==> src/rtl/hazard_ctrl.sv <==
`default_nettype none
// +--------------------------------------------------------------------------+
// | Module      : hazard_ctrl                                                |
// | Description : Hazard and stall controller for a 5-stage MIPS pipeline.   |
// |               Produces PC / pipeline-register write enables, IF/ID and   |
// |               ID/EX flushes and a redirect bubble flag from register     |
// |               dependences, branch misprediction and memory handshakes.   |
// |               Keeps a pending-redirect flag across memory freezes and    |
// |               three saturating performance counters.                     |
// | Ports       : clk, rst_n (async, active low)                             |
// |               id_*   : ID-stage source registers / usage / branch / jr    |
// |               ex_*   : EX-stage regwrite, load, destination, mispredict   |
// |               mem_*  : MEM-stage regwrite, load, destination             |
// |               imem_ready, dmem_ready : memory handshakes                 |
// |               perf_clr : synchronous counter clear                       |
// |               *_write, *_flush, bubble : pipeline control outputs        |
// |               stall_cnt, flush_cnt, freeze_cnt : performance counters    |
// | Revision    : 1.0 - initial release                                      |
// +--------------------------------------------------------------------------+
module hazard_ctrl #(
  parameter int RAW       = 5,
  parameter int ZERO_SKIP = 1,
  parameter int PCNT_W    = 16
) (
  input  logic              clk,
  input  logic              rst_n,
  input  logic [RAW-1:0]    id_rs,
  input  logic [RAW-1:0]    id_rt,
  input  logic              id_use_rs,
  input  logic              id_use_rt,
  input  logic              id_branch,
  input  logic              id_jr,
  input  logic              ex_regwrite,
  input  logic              ex_memread,
  input  logic [RAW-1:0]    ex_wsel,
  input  logic              mem_regwrite,
  input  logic              mem_memread,
  input  logic [RAW-1:0]    mem_wsel,
  input  logic              ex_mispredict,
  input  logic              imem_ready,
  input  logic              dmem_ready,
  input  logic              perf_clr,
  output logic              pc_write,
  output logic              ifid_write,
  output logic              idex_write,
  output logic              exmem_write,
  output logic              memwb_write,
  output logic              ifid_flush,
  output logic              idex_flush,
  output logic              bubble,
  output logic [PCNT_W-1:0] stall_cnt,
  output logic [PCNT_W-1:0] flush_cnt,
  output logic [PCNT_W-1:0] freeze_cnt
);

  localparam logic [PCNT_W-1:0] C_CNT_ONE = {{(PCNT_W-1){1'b0}}, 1'b1};
  localparam logic [PCNT_W-1:0] C_CNT_MAX = {PCNT_W{1'b1}};

  // Register state
  logic              pend_q, pend_d;
  logic [PCNT_W-1:0] stall_cnt_q, stall_cnt_d;
  logic [PCNT_W-1:0] flush_cnt_q, flush_cnt_d;
  logic [PCNT_W-1:0] freeze_cnt_q, freeze_cnt_d;

  // Destination qualifiers: with the r0 exemption a zero destination can
  // never match, so the hazard terms below need no further special casing.
  logic w_ex_nz;
  logic w_mem_nz;

  generate
    if (ZERO_SKIP != 0) begin : g_zero_skip
      assign w_ex_nz  = |ex_wsel;
      assign w_mem_nz = |mem_wsel;
    end else begin : g_no_zero_skip
      assign w_ex_nz  = 1'b1;
      assign w_mem_nz = 1'b1;
    end
  endgenerate

  logic w_match_ex;
  logic w_match_mem;

  assign w_match_ex  = w_ex_nz &&
                       (((ex_wsel == id_rs) && id_use_rs) ||
                        ((ex_wsel == id_rt) && id_use_rt));
  assign w_match_mem = w_mem_nz &&
                       (((mem_wsel == id_rs) && id_use_rs) ||
                        ((mem_wsel == id_rt) && id_use_rt));

  // Hazard terms
  logic w_freeze;
  logic w_redir;
  logic w_lu;
  logic w_bx;
  logic w_bm;
  logic w_stall;
  logic w_stall_active;

  assign w_freeze = !imem_ready || !dmem_ready;
  // A mispredict seen during a freeze is remembered in pend_q so the
  // redirect still happens on the first unfrozen cycle.
  assign w_redir  = (ex_mispredict || pend_q) && !w_freeze;
  assign w_lu     = ex_memread && ex_regwrite && w_match_ex;
  assign w_bx     = id_branch && ex_regwrite && w_match_ex;
  assign w_bm     = id_branch && mem_memread && mem_regwrite && w_match_mem;
  assign w_stall  = w_lu || w_bx || w_bm;

  // Stall only counts when it actually drives the outputs.
  assign w_stall_active = w_stall && !w_freeze && !w_redir;

  // Pipeline control outputs, strict priority:
  // freeze > redirect > stall > jr slot kill > normal.
  always_comb begin
    pc_write    = 1'b1;
    ifid_write  = 1'b1;
    idex_write  = 1'b1;
    exmem_write = 1'b1;
    memwb_write = 1'b1;
    ifid_flush  = 1'b0;
    idex_flush  = 1'b0;
    bubble      = 1'b0;

    if (w_freeze) begin
      pc_write    = 1'b0;
      ifid_write  = 1'b0;
      idex_write  = 1'b0;
      exmem_write = 1'b0;
      memwb_write = 1'b0;
    end else if (w_redir) begin
      // The ID instruction is on the wrong path, so any stall it would
      // cause is irrelevant.
      ifid_flush = 1'b1;
      idex_flush = 1'b1;
      bubble     = 1'b1;
    end else if (w_stall) begin
      pc_write   = 1'b0;
      ifid_write = 1'b0;
      idex_flush = 1'b1;
    end else if (id_jr) begin
      // Kill the sequentially fetched instruction behind the jr.
      ifid_flush = 1'b1;
    end
  end

  // Pending redirect and counters next-state
  always_comb begin
    pend_d       = pend_q;
    stall_cnt_d  = stall_cnt_q;
    flush_cnt_d  = flush_cnt_q;
    freeze_cnt_d = freeze_cnt_q;

    if (w_freeze) begin
      if (ex_mispredict) begin
        pend_d = 1'b1;
      end
    end else begin
      pend_d = 1'b0;
    end

    if (perf_clr) begin
      stall_cnt_d  = '0;
      flush_cnt_d  = '0;
      freeze_cnt_d = '0;
    end else begin
      if (w_stall_active && (stall_cnt_q != C_CNT_MAX)) begin
        stall_cnt_d = stall_cnt_q + C_CNT_ONE;
      end
      if (w_redir && (flush_cnt_q != C_CNT_MAX)) begin
        flush_cnt_d = flush_cnt_q + C_CNT_ONE;
      end
      if (w_freeze && (freeze_cnt_q != C_CNT_MAX)) begin
        freeze_cnt_d = freeze_cnt_q + C_CNT_ONE;
      end
    end
  end

  always_ff @(posedge clk or negedge rst_n) begin
    if (!rst_n) begin
      pend_q       <= 1'b0;
      stall_cnt_q  <= '0;
      flush_cnt_q  <= '0;
      freeze_cnt_q <= '0;
    end else begin
      pend_q       <= pend_d;
      stall_cnt_q  <= stall_cnt_d;
      flush_cnt_q  <= flush_cnt_d;
      freeze_cnt_q <= freeze_cnt_d;
    end
  end

  assign stall_cnt  = stall_cnt_q;
  assign flush_cnt  = flush_cnt_q;
  assign freeze_cnt = freeze_cnt_q;

endmodule
`default_nettype wire

==> config.mk <==
export PLATFORM = sky130hd
export DESIGN_NAME = hazard_ctrl
export DESIGN_NICKNAME = d
export VERILOG_FILES = /design/src/rtl/hazard_ctrl.sv
export SDC_FILE = /design/constraint.sdc
export NUM_CORES = 1
export LEC_CHECK = 0
export CAP_MARGIN = 0
export CORE_MARGIN = 4
export CORE_UTILIZATION = 47
export CTS_CLUSTER_SIZE = 40
export DETAILED_ROUTE_END_ITERATION = 16
export GPL_TIMING_DRIVEN = 0
export PLACE_DENSITY_LB_ADDON = 0.2
export SYNTH_ARGS = -nofsm -noshare
export SYNTH_HDL_FRONTEND = slang
export SYNTH_SLANG_ARGS = --single-unit
==> constraint.sdc <==
create_clock -name clk -period 2.6 [get_ports clk]
set_clock_uncertainty 0.15 [all_clocks]
set_input_delay 0.39 -clock clk [delete_from_list [all_inputs] [get_ports clk]]
set_output_delay 0.39 -clock clk [all_outputs]
set_load 0.05 [all_outputs]
==> results.cfg <==
[timing]
final_number_of_setup_violating_endpoints = 0
rsz0062_at_grt = yes
hold_violations = 0
fin_setup_tns_ns = 0
timing_worst_slew_pin_value_ns = 0.522
maxClockFrequency_mhz = 385
min_period_over_period = 0.998
finalCriticalPeriod_ns = 2.60
final-max-slew-violation-count = 0
slew-limit-headroom = 0.650
final.setup.worst_slack_ns = 0.00391

[die]
die-height_um = 86.8
die-width_um = 86.8
design.portCount = 90
start_util = 0.487
row_count = 28
die_area_um2 = 7540
design.core.area_um2 = 5990

[grt]
global_route.overflow_total = 0
grt_max_degree = 37
grt_first_pass_wirelength_mm = 12.7
first_global_vias = 2668
grt_use_total = 0.209
antenna_found_initial = 0

[clock_tree]
tritoncts.num_buffers = 5
cts_buffer_depth = 2
cts_tree = done
cts-root-buf = sky130_fd_sc_hd__clkbuf_8
clock_latency_ns = 0.30
clock_tree.htree_level_count = 2
cts_sinks = 49
clk_transition_reported_paths_ns = 0.10

[worst_setup_path]
most_frequent_cell_on_the_critical_path = sky130_fd_sc_hd__buf_4
critical_path.max_stage_delay_ns = 0.30
crit_family = compound AO/OA/AOI/OAI gates
cpMaxStageDelayCell = sky130_fd_sc_hd__nor4_2
arrival_ns = 2.06
required_time_worst_endpoint_ns = 2.06
critPathKind = in -> out
worstSetupStartpointType = primary input
critical_path_sink_type = output port
critPathMaxFanout = 4
crit_chain = buf_4, xor2_2, nor4_2, a32oi_1, o22a_2, buf_8, buf_4, a21oi_4, buf_6
crit_buf_inv = 4

[logic_synthesis]
synth-async-reset-ratio = 1.00
synthCells = 318
largest_area_contributor_in_the_synthesized_netlist = sky130_fd_sc_hd__dfrtp_1
number_of_synthesized_flops_with_an_enable_pin = 0
synthesis.area_per_instance_um2 = 9.18
ys_types = 39
postSynthNetCount = 355
synth_largest_type_area_fraction = 0.420
ys_seq_area_frac = 0.420
synth.cells.most_frequent = sky130_fd_sc_hd__dfrtp_1 (49), sky130_fd_sc_hd__nor2_1 (47), sky130_fd_sc_hd__xor2_1 (34), sky130_fd_sc_hd__nand3_1 (21), sky130_fd_sc_hd__nand2_1 (17)
synthMostInstantiatedCell = sky130_fd_sc_hd__dfrtp_1
mapped_area_um2 = 2920
post_synth_main_area_contributors = sky130_fd_sc_hd__dfrtp_1 (42%), sky130_fd_sc_hd__xor2_1 (10%), sky130_fd_sc_hd__nor2_1 (6.0%), sky130_fd_sc_hd__nand3_1 (3.6%), sky130_fd_sc_hd__xnor2_1 (3.6%)
yosys_warnings = 0
synth-seq-cells = 49
synthFlopType = sky130_fd_sc_hd__dfrtp_1

[power_and_ir_drop]
share_comb_of_total_power = 0.172
powerDensity_nw_per_um2 = 362
net_load_switching_power_uw = 417
max-vdd-ir-drop_mv = 0.298
cellInternalPower_uw = 1060
power_frac_clock = 0.298
leakage_uw = 0.00168
power_switching_share = 0.283
fraction_of_power_consumed_by_sequential_logic = 0.530

[placed_design]
finalWeightedCongestion = 0.853
number_of_port_buffers = 89
post-place-ws_ns = -1.36
hpwl_mm = 5.67

[status]
result_of_the_run = finished clean

[route]
detailroute.via_count = 2788
drtIter0Drc = 135
drt-wirelength-per-cell_um = 15.8
drtAntennaViolNets = 0
route.detailed.drc = 0
drt-vias-per-instance = 5.63
firstDrtPassIters = 4
finalWirelength_mm = 7.84

[run]
maxCapViolCount = 0

[finish]
drive_above_1_share = 0.145
insertedDiodeCount = 0
area_growth_syn_to_layout_pct = 39.5
design.final.nets = 456

[worst_hold_path]
min-delay-path-class = in -> async
## power by group through the flow
stage	combinational, uW	sequential (uW)	clock [uW]
2_1_floorplan	102	816	0
3_3_place_gp	245	795	0
3_5_place_dp	252	795	0
4_1_cts	251	781	448
5_1_grt	273	783	477
6_report	254	781	439
## worst paths after layout
kind,cells after the start,startpoint,slack (ns),end
max,9,mem_wsel[0],0.004,idex_flush
min,2,rst_n,0.36,flush_cnt[7]
max reg2reg,7,stall_cnt[0],0.26,stall_cnt[2]
min reg2reg,2,freeze_cnt[4],0.43,freeze_cnt[4]
max in group asynchronous,3,rst_n,1.42,freeze_cnt[14]
min in group clk,2,freeze_cnt[4],0.43,freeze_cnt[4]
## area by class of cell
type	instances	area [um2]
timing repair buffer	96	906
fill	488	1920
sequential	49	1230
tap	75	93.8
inverter	5	22.5
clock buffer	6	72.6
buffer	13	70.1
clock inverter	2	10.0
multi-input combinational	249	1670
## cells by family after synthesis
family / share of synthesized area
AO/OA/AOI/OAI: 0.0763
buffers and inverters: 0.0334
multiplexers: 0.0373
AND/OR/NAND/NOR: 0.282
adder cells (fa/ha/maj): 0.0129
flip-flops: 0.420
XOR/XNOR: 0.138
## metrics by stage
step	total power [uW]	instance area, um2	cells	hold slack, ns	utilization
4_1_cts	1480	4070	495	0.370	0.679
3_5_place_dp	1050	3940	483	0.164	0.657
5_1_grt	1530	4070	495	0.400	0.680
2_1_floorplan	918	2940	318	-0.0556	-
6_report	1470	4070	495	0.364	0.680
3_3_place_gp	1040	3920	482	0.393	0.655
## sequential cells by signal, indices dropped and copies added (netlist names)
register	cells
freeze_cnt	16
pend_q	1
stall_cnt	16
flush_cnt	16
## cell usage in the layout (no fill, tap or decap), drive strengths merged, types with 10 or more instances in the layout
cell	count
nand3	21
xor2	34
a21oi	11
or4	10
dfrtp	49
nor2	47
buf	24
nor3	13
clkbuf	20
nand2	17
nand4	12
xnor2	12
clkdlybuf4s50	60
## metal layers
metal | global-route usage | vias up | routed length (um)
met5 | 0 | - | 0
met3 | 0.0409 | 8 | 434
li1 | - | 1337 | -
met4 | 0.0482 | 0 | 75
met1 | 0.279 | 1348 | 3460
met2 | 0.350 | 95 | 3880
## repair_timing
action / CTS / global route
resized for setup: 87 / 26
hold buffers: 1 / 0
cloned: 0 / 0
buffers inserted: 4 / 1
setup endpoints to repair: 8 / 10
pin swaps: 12 / 18
hold endpoints to repair: 13 / 0
(Power assumes the default switching activity.)
